File: config.mk
export PLATFORM = sky130hd
export DESIGN_NAME = multi_word_fifo
export DESIGN_NICKNAME = d
export VERILOG_FILES = /design/src/rtl/multi_word_fifo.sv
export SDC_FILE = /design/constraint.sdc
export NUM_CORES = 1
export LEC_CHECK = 0
export ABC_CLOCK_PERIOD_IN_PS = 2400
export BUFFER_PORTS_ARGS = -buffer_cell sky130_fd_sc_hd__clkbuf_2
export CORE_ASPECT_RATIO = 1.4
export CORE_MARGIN = 2
export CORE_UTILIZATION = 30
export CTS_BUF_LIST = sky130_fd_sc_hd__clkbuf_8
export DETAILED_ROUTE_END_ITERATION = 10
export PLACE_DENSITY_LB_ADDON = 0.08
export SYNTH_ARGS = -nofsm -noshare
export SYNTH_HDL_FRONTEND = slang
export SYNTH_SLANG_ARGS = --single-unit
File: constraint.sdc
create_clock -name clk -period 2.4 [get_ports clk]
set_clock_uncertainty 0.2 [all_clocks]
set_input_delay 0.48 -clock clk [delete_from_list [all_inputs] [get_ports clk]]
set_output_delay 0.48 -clock clk [all_outputs]
set_load 0.01 [all_outputs]
File: src/rtl/multi_word_fifo.sv
// Circular FIFO that stores WR_N words per accepted push and releases RD_N words per accepted pop.
// Handshake flags come from the registered count only; the storage array itself is never reset.
module multi_word_fifo #(
    parameter int DW    = 8,
    parameter int DEPTH = 16,
    parameter int WR_N  = 4,
    parameter int RD_N  = 4
) (
    input  logic                     clk,
    input  logic                     rst,
    input  logic                     clr,
    input  logic                     wr_en,
    input  logic [DW*WR_N-1:0]       wr_data,
    output logic                     wr_ready,
    input  logic                     rd_en,
    output logic [DW*RD_N-1:0]       rd_data,
    output logic                     rd_valid,
    output logic [$clog2(DEPTH):0]   count,
    output logic                     full,
    output logic                     empty,
    output logic                     wr_ovf,
    output logic                     rd_unf
);

    localparam int AW = $clog2(DEPTH);
    localparam int CW = AW + 1;

    localparam logic [CW-1:0] WR_LIMIT = CW'(DEPTH - WR_N);
    localparam logic [CW-1:0] WR_STEP  = CW'(WR_N);
    localparam logic [CW-1:0] RD_STEP  = CW'(RD_N);
    localparam logic [CW-1:0] FULL_CNT = CW'(DEPTH);
    localparam logic [AW-1:0] WPTR_INC = AW'(WR_N);
    localparam logic [AW-1:0] RPTR_INC = AW'(RD_N);

    logic [DW-1:0] mem [DEPTH];
    logic [AW-1:0] wptr;
    logic [AW-1:0] rptr;
    logic [CW-1:0] count_next;
    logic          push_acc;
    logic          pop_acc;

    assign wr_ready = (count <= WR_LIMIT);
    assign rd_valid = (count >= RD_STEP);
    assign full     = (count == FULL_CNT);
    assign empty    = (count == '0);
    assign push_acc = wr_en && wr_ready;
    assign pop_acc  = rd_en && rd_valid;

    always_comb begin
        count_next = count;
        if (push_acc) count_next = count_next + WR_STEP;
        if (pop_acc)  count_next = count_next - RD_STEP;
    end

    // Pointer arithmetic wraps on its own because DEPTH is a power of two.
    always_ff @(posedge clk or negedge rst) begin
        if (!rst) begin
            wptr   <= '0;
            rptr   <= '0;
            count  <= '0;
            wr_ovf <= 1'b0;
            rd_unf <= 1'b0;
        end else if (clr) begin
            wptr   <= '0;
            rptr   <= '0;
            count  <= '0;
            wr_ovf <= 1'b0;
            rd_unf <= 1'b0;
        end else begin
            if (push_acc) wptr <= wptr + WPTR_INC;
            if (pop_acc)  rptr <= rptr + RPTR_INC;
            count <= count_next;
            if (wr_en && !wr_ready) wr_ovf <= 1'b1;
            if (rd_en && !rd_valid) rd_unf <= 1'b1;
        end
    end

    always_ff @(posedge clk) begin
        if (push_acc && !clr) begin
            for (int i = 0; i < WR_N; i++) begin
                mem[wptr + AW'(i)] <= wr_data[i*DW +: DW];
            end
        end
    end

    always_comb begin
        for (int i = 0; i < RD_N; i++) begin
            rd_data[i*DW +: DW] = mem[rptr + AW'(i)];
        end
    end

endmodule

==> results of run 1 <==
-- cell families (layout without fill, tap and decap cells) --
family                   count (synthesis)  count (layout)  synth area share [%]
flip-flops                             137             137                  65.3
other                                    1               2                0.0602
AO/OA/AOI/OAI                          113             113                  11.0
buffers and inverters                   79             217                  5.76
adder cells (fa/ha/maj)                  9               9                  1.81
XOR/XNOR                                 4               4                 0.562
AND/OR/NAND/NOR                         53              53                  3.57
multiplexers                            34              34                  12.0
-- worst max-delay path, cell delays in order (launching register included) --
cell      delay (ns)
dfrtp_2         0.39
buf_12          0.15
buf_12          0.13
mux4_2          0.55
clkbuf_2        0.16
-- stage by stage --
step	util, %	total power, mW
2_1_floorplan	-	4.50
3_3_place_gp	35.0	5.44
3_5_place_dp	35.0	5.44
4_1_cts	38.5	8.16
5_1_grt	39.1	8.57
6_report	39.1	8.15
-- flip-flops by register name, indices dropped and copies added (netlist names) --
register  count
rptr          2
rd_unf        1
count         3
mem         128
wptr          2
wr_ovf        1
-- metal layers --
metal,share of wire [%],GRT usage (%)
met2,55,28.1
met1,39,17.7
met5,0,0
met3,3.7,3.20
met4,2.5,6.96
-- final timing paths --
check                                       to  slack (ns)  depth (start not counted)
setup / recovery                   rd_data[29]        -0.1                          4
hold / removal              rd_unf$_DFFE_PN0P_        0.13                          3
setup reg to reg            count[3]$_DFF_PN0_        0.04                          9
hold reg to reg             wr_ovf$_DFFE_PN0P_        0.31                          2
max in group asynchronous  rptr[2]$_DFFE_PN0P_        1.53                          2
min in group asynchronous   rd_unf$_DFFE_PN0P_        0.23                          2
-- synthesized netlist by cell type, types with 2 or more instances --
master and instances:
edfxtp_1 128, o21ai_1 98, inv_1 44, nand2_1 35, mux4_2 32, buf_2 15, nor2_1 12, clkbuf_1 11
dfrtp_1 9, ha_1 9, buf_4 7, o2111ai_4 4, xnor2_1 3, a21oi_1 2
-- power by group --
group / switching [mW] / internal [mW]
clock: 0.929 / 1.46
combinational: 1.40 / 1.40
sequential: 0.0748 / 2.89
total: 2.40 / 5.75
-- area by class of cell --
cell class | count | area [sq um] | area share (%)
timing repair buffer | 141 | 1080 | 13.4
tap | 256 | 320 | 4.00
multi-input combinational | 215 | 1870 | 23.3
inverter | 44 | 168 | 2.09
sequential | 137 | 4070 | 50.8
clock buffer | 17 | 234 | 2.92
clock inverter | 15 | 274 | 3.42
-- repair_timing --
action | CTS | global route
buffers inserted | 14 | 7
endpoints found under the hold margin | 9 | 0
pin swaps | 2 | 7
hold buffers | 1 | 0
cloned | 1 | 1
resized for setup | 10 | 11
setup endpoints to repair | 34 | 70
==> results by stage, run 1 <==
Die:
- From bottom edge to top edge, the die measures 175 microns.
- From left edge to right edge, the die measures around 130 microns.
- After floorplanning, the core was sized to cover between 0.02 and 0.025 sq mm.
- The initial cell density of the core is 30.4%.
- The placement row count is 62.
- The die covers between 0.02 and 0.025 sq mm.
- The number of top-level pins is 80.

Detailed routing:
- The residual antenna-violating net count after detailed routing is 0.
- The mean routed wirelength per cell is 20.0 microns.
- The first detailed-routing pass took 4 iterations.
- For this block, the via count after detailed routing is 3986.
- Summed over all layers, the routed wires come to between 15000 and 20000 microns.
- The remaining routing DRC violations is 0.
- The number of violations reported at the end of detailed-routing iteration 0 is around 260.
- Dividing the detail-routed via count by the number of cells gives approximately 4.8.

Synthesis:
- After synthesis, the share of flip-flops with an asynchronous set or reset is 6.57%.
- The average instance in the mapped netlist occupies 14.5 sq um.
- The number of different library cells used by synthesis comes to 35.
- In the post-synthesis netlist, the biggest area contributors are edfxtp_1 62%, mux4_2 12%, o21ai_1 7.9%.
- The cell count after synthesis is 430.
- During synthesis, Yosys emitted a total of 0 warnings.
- The largest total area in the synthesized netlist belongs to edfxtp_1.
- The synthesized design devotes to its leading area cell type approximately three fifths of total area.
- The most used flip-flop cell after synthesis is edfxtp_1.
- The register area share after synthesis is 65.3%.
- The number of storage elements in the synthesis netlist is between 100 and 150.
- Yosys mapped a number of flops with a built-in enable equal to about 130.
- The mapped netlist covers 0.00623 sq mm.

Worst setup path:
- Along the worst path, the maximum fanout reaches 6.
- The reg-to-reg startpoint is count[3]$_DFF_PN0_.
- Data on the critical path arrives at its endpoint at 1.82 ns.
- For the worst setup path, the data required time is ~1.7 ns.
- The worst setup path is captured at a primary output.
- The type of origin of the critical path is a flip-flop.
- The setup path with the least slack is of type flip-flop to primary output.
- The beginning of the critical path is rptr[2]$_DFFE_PN0P_.

STA:
- The number of hold-slack violations in the final timing report is 0.
- The highest clock frequency the design can meet is 400 MHz.
- Hold timing on the final database bottoms out at a slack of 0.126 ns.
- Setup total negative slack on the finished layout was measured at -1.41 ns.
- Subtracting the final worst setup slack from the clock period gives around 2.5 ns.
- The number of max-slew violations in the final report is 0.
- The fraction of the cycle the final worst path needs is 104%.
- Setup repair after global routing could not meet its margin everywhere.
- Setup violations remaining at the end of the flow were counted as 29.
- In the post-route analysis, the smallest setup slack over all paths is -0.0994 ns.

Clocking:
- The maximum level of the CTS H-tree is 4.
- The CTS tree is yes.
- The insertion delay to the later sink of the worst-skew pair is roughly 0.44 ns.
- Clock tree synthesis selected as its root buffer the cell clkbuf_8.
- The longest clock path from root to sink contains 2 buffers.
- The clock slew at the register clock pins of the worst setup and hold paths is roughly 0.080 ns.
- The total number of clock tree sinks is 137.
- In this run, CTS created clock tree buffers numbering 17.

Worst hold path:
- The worst hold path belongs to the class input port to flip-flop.
- In this run the most critical hold path is launched from rd_en.

Finish:
- The antenna diode count is 0.
- The number of nets in the layout is 602.
- Cells with a size suffix above 1 make up between 30% and 40% of the layout.
- In the layout the commonest cells are 128 x edfxtp_1, 98 x o21ai_1, 75 x clkbuf_2.
- Counting the fill cells in the layout gives about 2000.
- The layout overhead on the synthesized area is 28.6%.
- The count of cells in the finished layout, fillers not included, comes to 825.
- Leaving out fill and tap cells, the most frequent cell in the layout is edfxtp_1.
- After routing the design area is 0.00801 sq mm.

Global route:
- The overall fraction of global-route tracks in use is 15.6%.
- The initial antenna violation count came to 0.
- The remaining global-route overflow is 0.
- The via count of the first global-routing pass was 4385.
- The first global-routing pass estimated 25000 microns of wire.
- Entering global routing, the biggest net connects 24 pins.

Outcome:
- The final reports fail on negative setup slack.
- The flow ran to the end, but the final reports show violations.

Pwr:
- For this design the static power due to leakage is 3.09 nW.
- VDD sags by at most 0.000533 V.
- Dividing total power by cell area gives a power density of 1020 mW/mm^2.

Placed design:
- The placed instance area is between 0.007 and 0.008 sq mm.
- The final estimated routing congestion in global placement is 0.803.
- The number of port buffers is 77.
- The worst setup slack after placement is 0.151 ns.
- The HPWL after detailed placement is 11600 microns.
- In this run, placement finished with an instance count of 770.

Flow run:
- The number of maximum-capacitance constraint violations is 0.
No activity file was read; power rests on OpenSTA's default activity.
==> run 2, diff against run 1 <==
GPL_TIMING_DRIVEN = 0   (was unset)
MAX_ROUTING_LAYER = met4   (was unset)
==> results by stage, run 2 (same netlist as run 1, synthesis figures left out) <==
Pwr:
- Across the VDD grid, the largest voltage drop is around 0.00058 V.
- The total power per unit cell area is 971 mW/mm^2.
- Overall power consumption after layout is estimated at 7.72 mW.
- The leakage power of the design is 2.93 nW.

Die:
- The floorplan step defined a die boundary enclosing 0.0220 sq mm.
- The vertical die dimension is 175 microns.
- The die span in x is 126 microns.
- The placement row count is 62.
- In this run the standard cell core region covers 0.0205 sq mm.
- During I/O placement, the number of pins put on the boundary was 80.
- Once the floorplan was initialized, standard cells occupied 30.4% of the core.

Clocking:
- The insertion delay to the later sink of the worst-skew pair is 0.45 ns.
- The clock slew at the register clock pins of the worst setup and hold paths is 0.07 ns.
- The total number of clock tree sinks is ~140.
- Clock tree synthesis selected as its root buffer the cell clkbuf_8.
- TritonCTS built the clock tree.
- In this run, CTS created clock tree buffers numbering 17.
- The clock passes through at most 2 buffers.
- The maximum level of the CTS H-tree is 4.

STA:
- The number of max-slew violations in the final report is 0.
- The total setup violations reported at the end of the flow is 33.
- Derived from the worst setup path, the maximum achievable clock frequency is ~400 MHz.
- The time the worst path needs with I/O delays and setup is 2.49 ns.
- Final hold analysis gives a worst-case slack of 0.123 ns.
- In the final timing run, aggregate negative setup slack is -1.70 ns.
- Setup repair after global routing could not meet its margin everywhere.
- The number of hold-slack violations in the final timing report is 0.
- The fraction of the cycle the final worst path needs is 104%.
- The smallest setup slack after layout is -0.0888 ns.

Detailed routing:
- The remaining routing DRC violations is 0.
- Before antenna repair, the detailed router went through 4 iterations.
- The highest metal layer carrying signal wires in the routed design is met4.
- The detail route stage leaves a number of antenna-violating nets equal to 0.
- The detailed-route wire length on metal 1 is 7640 microns.
- The routed length on met2 is 10100 microns.
- The total detailed-routing wirelength is between 15000 and 20000 microns.
- The met3 wire length is between 700 and 800 microns.
- Dividing the detail-routed wire length by the instance count gives 22.7 microns.
- The post-detailed-route via-to-cell ratio is between 4 and 5.
- The total vias in the final route is 4137.
- The number of violations reported at the end of detailed-routing iteration 0 is ~330.

Placed design:
- The placed instance area is about 0.0070 sq mm.
- The HPWL after detailed placement is roughly 12000 microns.
- The number of port buffers is just under 80.
- The final estimated routing congestion in global placement is between 0.8 and 0.9.

Worst setup path:
- At the worst endpoint, the required time is about 1.7 ns.
- The master of the slowest instance on the critical path is mux4_2.
- The signal on the critical path passes through buf_12 -> clkbuf_16 -> mux4_2 -> clkbuf_2.
- The critical path arrival is 1.81 ns.
- The worst-path maximum fanout is 8.
- STA classifies the critical path endpoint as a primary output.
- In this run the register-to-register setup slack is 0.01 ns.
- The type of origin of the critical path is a flip-flop.
- The worst setup path category is flip-flop to primary output.
- The biggest cell delay along the critical path is 0.52 ns.

Global route:
- The first global-routing pass estimated 27900 microns of wire.
- Global routing finished with a remaining overflow of 0.
- The via count of the first global-routing pass was ~4600.
- The initial antenna violation count was 0.
- Entering global routing, the biggest net connects 17 pins.
- The overall fraction of global-route tracks in use is 18.2%.

Finish:
- In the final layout, the registers with the most flip-flops are mem: 128 flops, count: 3 flops.
- The final standard cell utilization of the core is 38.8%.
- The final cell area excluding filler cells is 0.00795 sq mm.
- From synthesis to final layout, the design area changed by 27.6%.
- The repair_antennas step left the layout with diodes totalling 0.
- After the last flow step, the layout net total stands at 609.
- The register with the most flip-flops in the layout has 128 of them.
- Leaving out fill and tap cells, the most frequent cell in the layout is edfxtp_1.
- The top register by number of flip-flops is mem.
- The library cells used most frequently in the layout, excluding fill and tap cells, are 128 x edfxtp_1, 97 x o21ai_1, 71 x clkbuf_2.
- In the final layout, the share of cells above drive strength 1 is between 30% and 40%.

Flow run:
- The number of maximum-capacitance constraint violations is 0.

Outcome:
- The checks that failed: negative setup slack.
- The run finished, with violations left.

Worst hold path:
- The worst hold path class is input port to flip-flop.
==> run 2: final timing paths <==
check / startpoint / endpoint / cells past startpoint
setup reg to reg: count[3]$_DFF_PN0_ / count[3]$_DFF_PN0_ / 9
hold reg to reg: wr_ovf$_DFFE_PN0P_ / wr_ovf$_DFFE_PN0P_ / 2
min in group asynchronous: rst / wr_ovf$_DFFE_PN0P_ / 2
hold / removal: rd_en / rd_unf$_DFFE_PN0P_ / 3
setup / recovery: rptr[2]$_DFFE_PN0P_ / rd_data[22] / 4
max in group asynchronous: rst / rptr[3]$_DFFE_PN0P_ / 2
==> run 2: what timing repair did <==
action	CTS	global route
endpoints found under the hold margin	9	0
endpoints found under the setup margin	180	61
gates cloned	3	1
pin swaps	11	4
hold buffers	1	0
setup buffers	30	4
resized for setup	54	18
==> run 2: report_power, final <==
part           switching (mW)  internal (mW)
Sequential              0.103           2.89
Clock                   0.867          0.990
Combinational            1.46           1.41
==> run 2: area by class of cell <==
cell class / count / area, sq um
Timing Repair Buffer: 114 / 790
Fill cell: 2006 / 12500
Sequential cell: 137 / 4070
Clock inverter: 14 / 141
Multi-Input combinational cell: 215 / 1870
Clock buffer: 17 / 234
Tap cell: 256 / 320
Inverter: 44 / 203
Buffer: 34 / 319
==> run 2: metrics by stage <==
step / cells / setup slack (ns)
after floorplan: 431 / 0.0707
after global placement: 764 / -0.597
after detailed placement: 764 / -0.609
after CTS: 828 / -0.167
after global routing: 831 / -0.163
final: 831 / -0.0888
==> run 2: routing by layer <==
metal,up-vias,global-route usage [%]
li1,1869,-
met1,2118,20.8
met2,128,31.6
met3,22,4.03
met4,0,6.18
met5,-,-
==> run 2: critical path, delay by kind of cell (launching register included) <==
family	cells	cell delay, ns
buf+inv	3	0.47
flops	1	0.37
mux	1	0.52
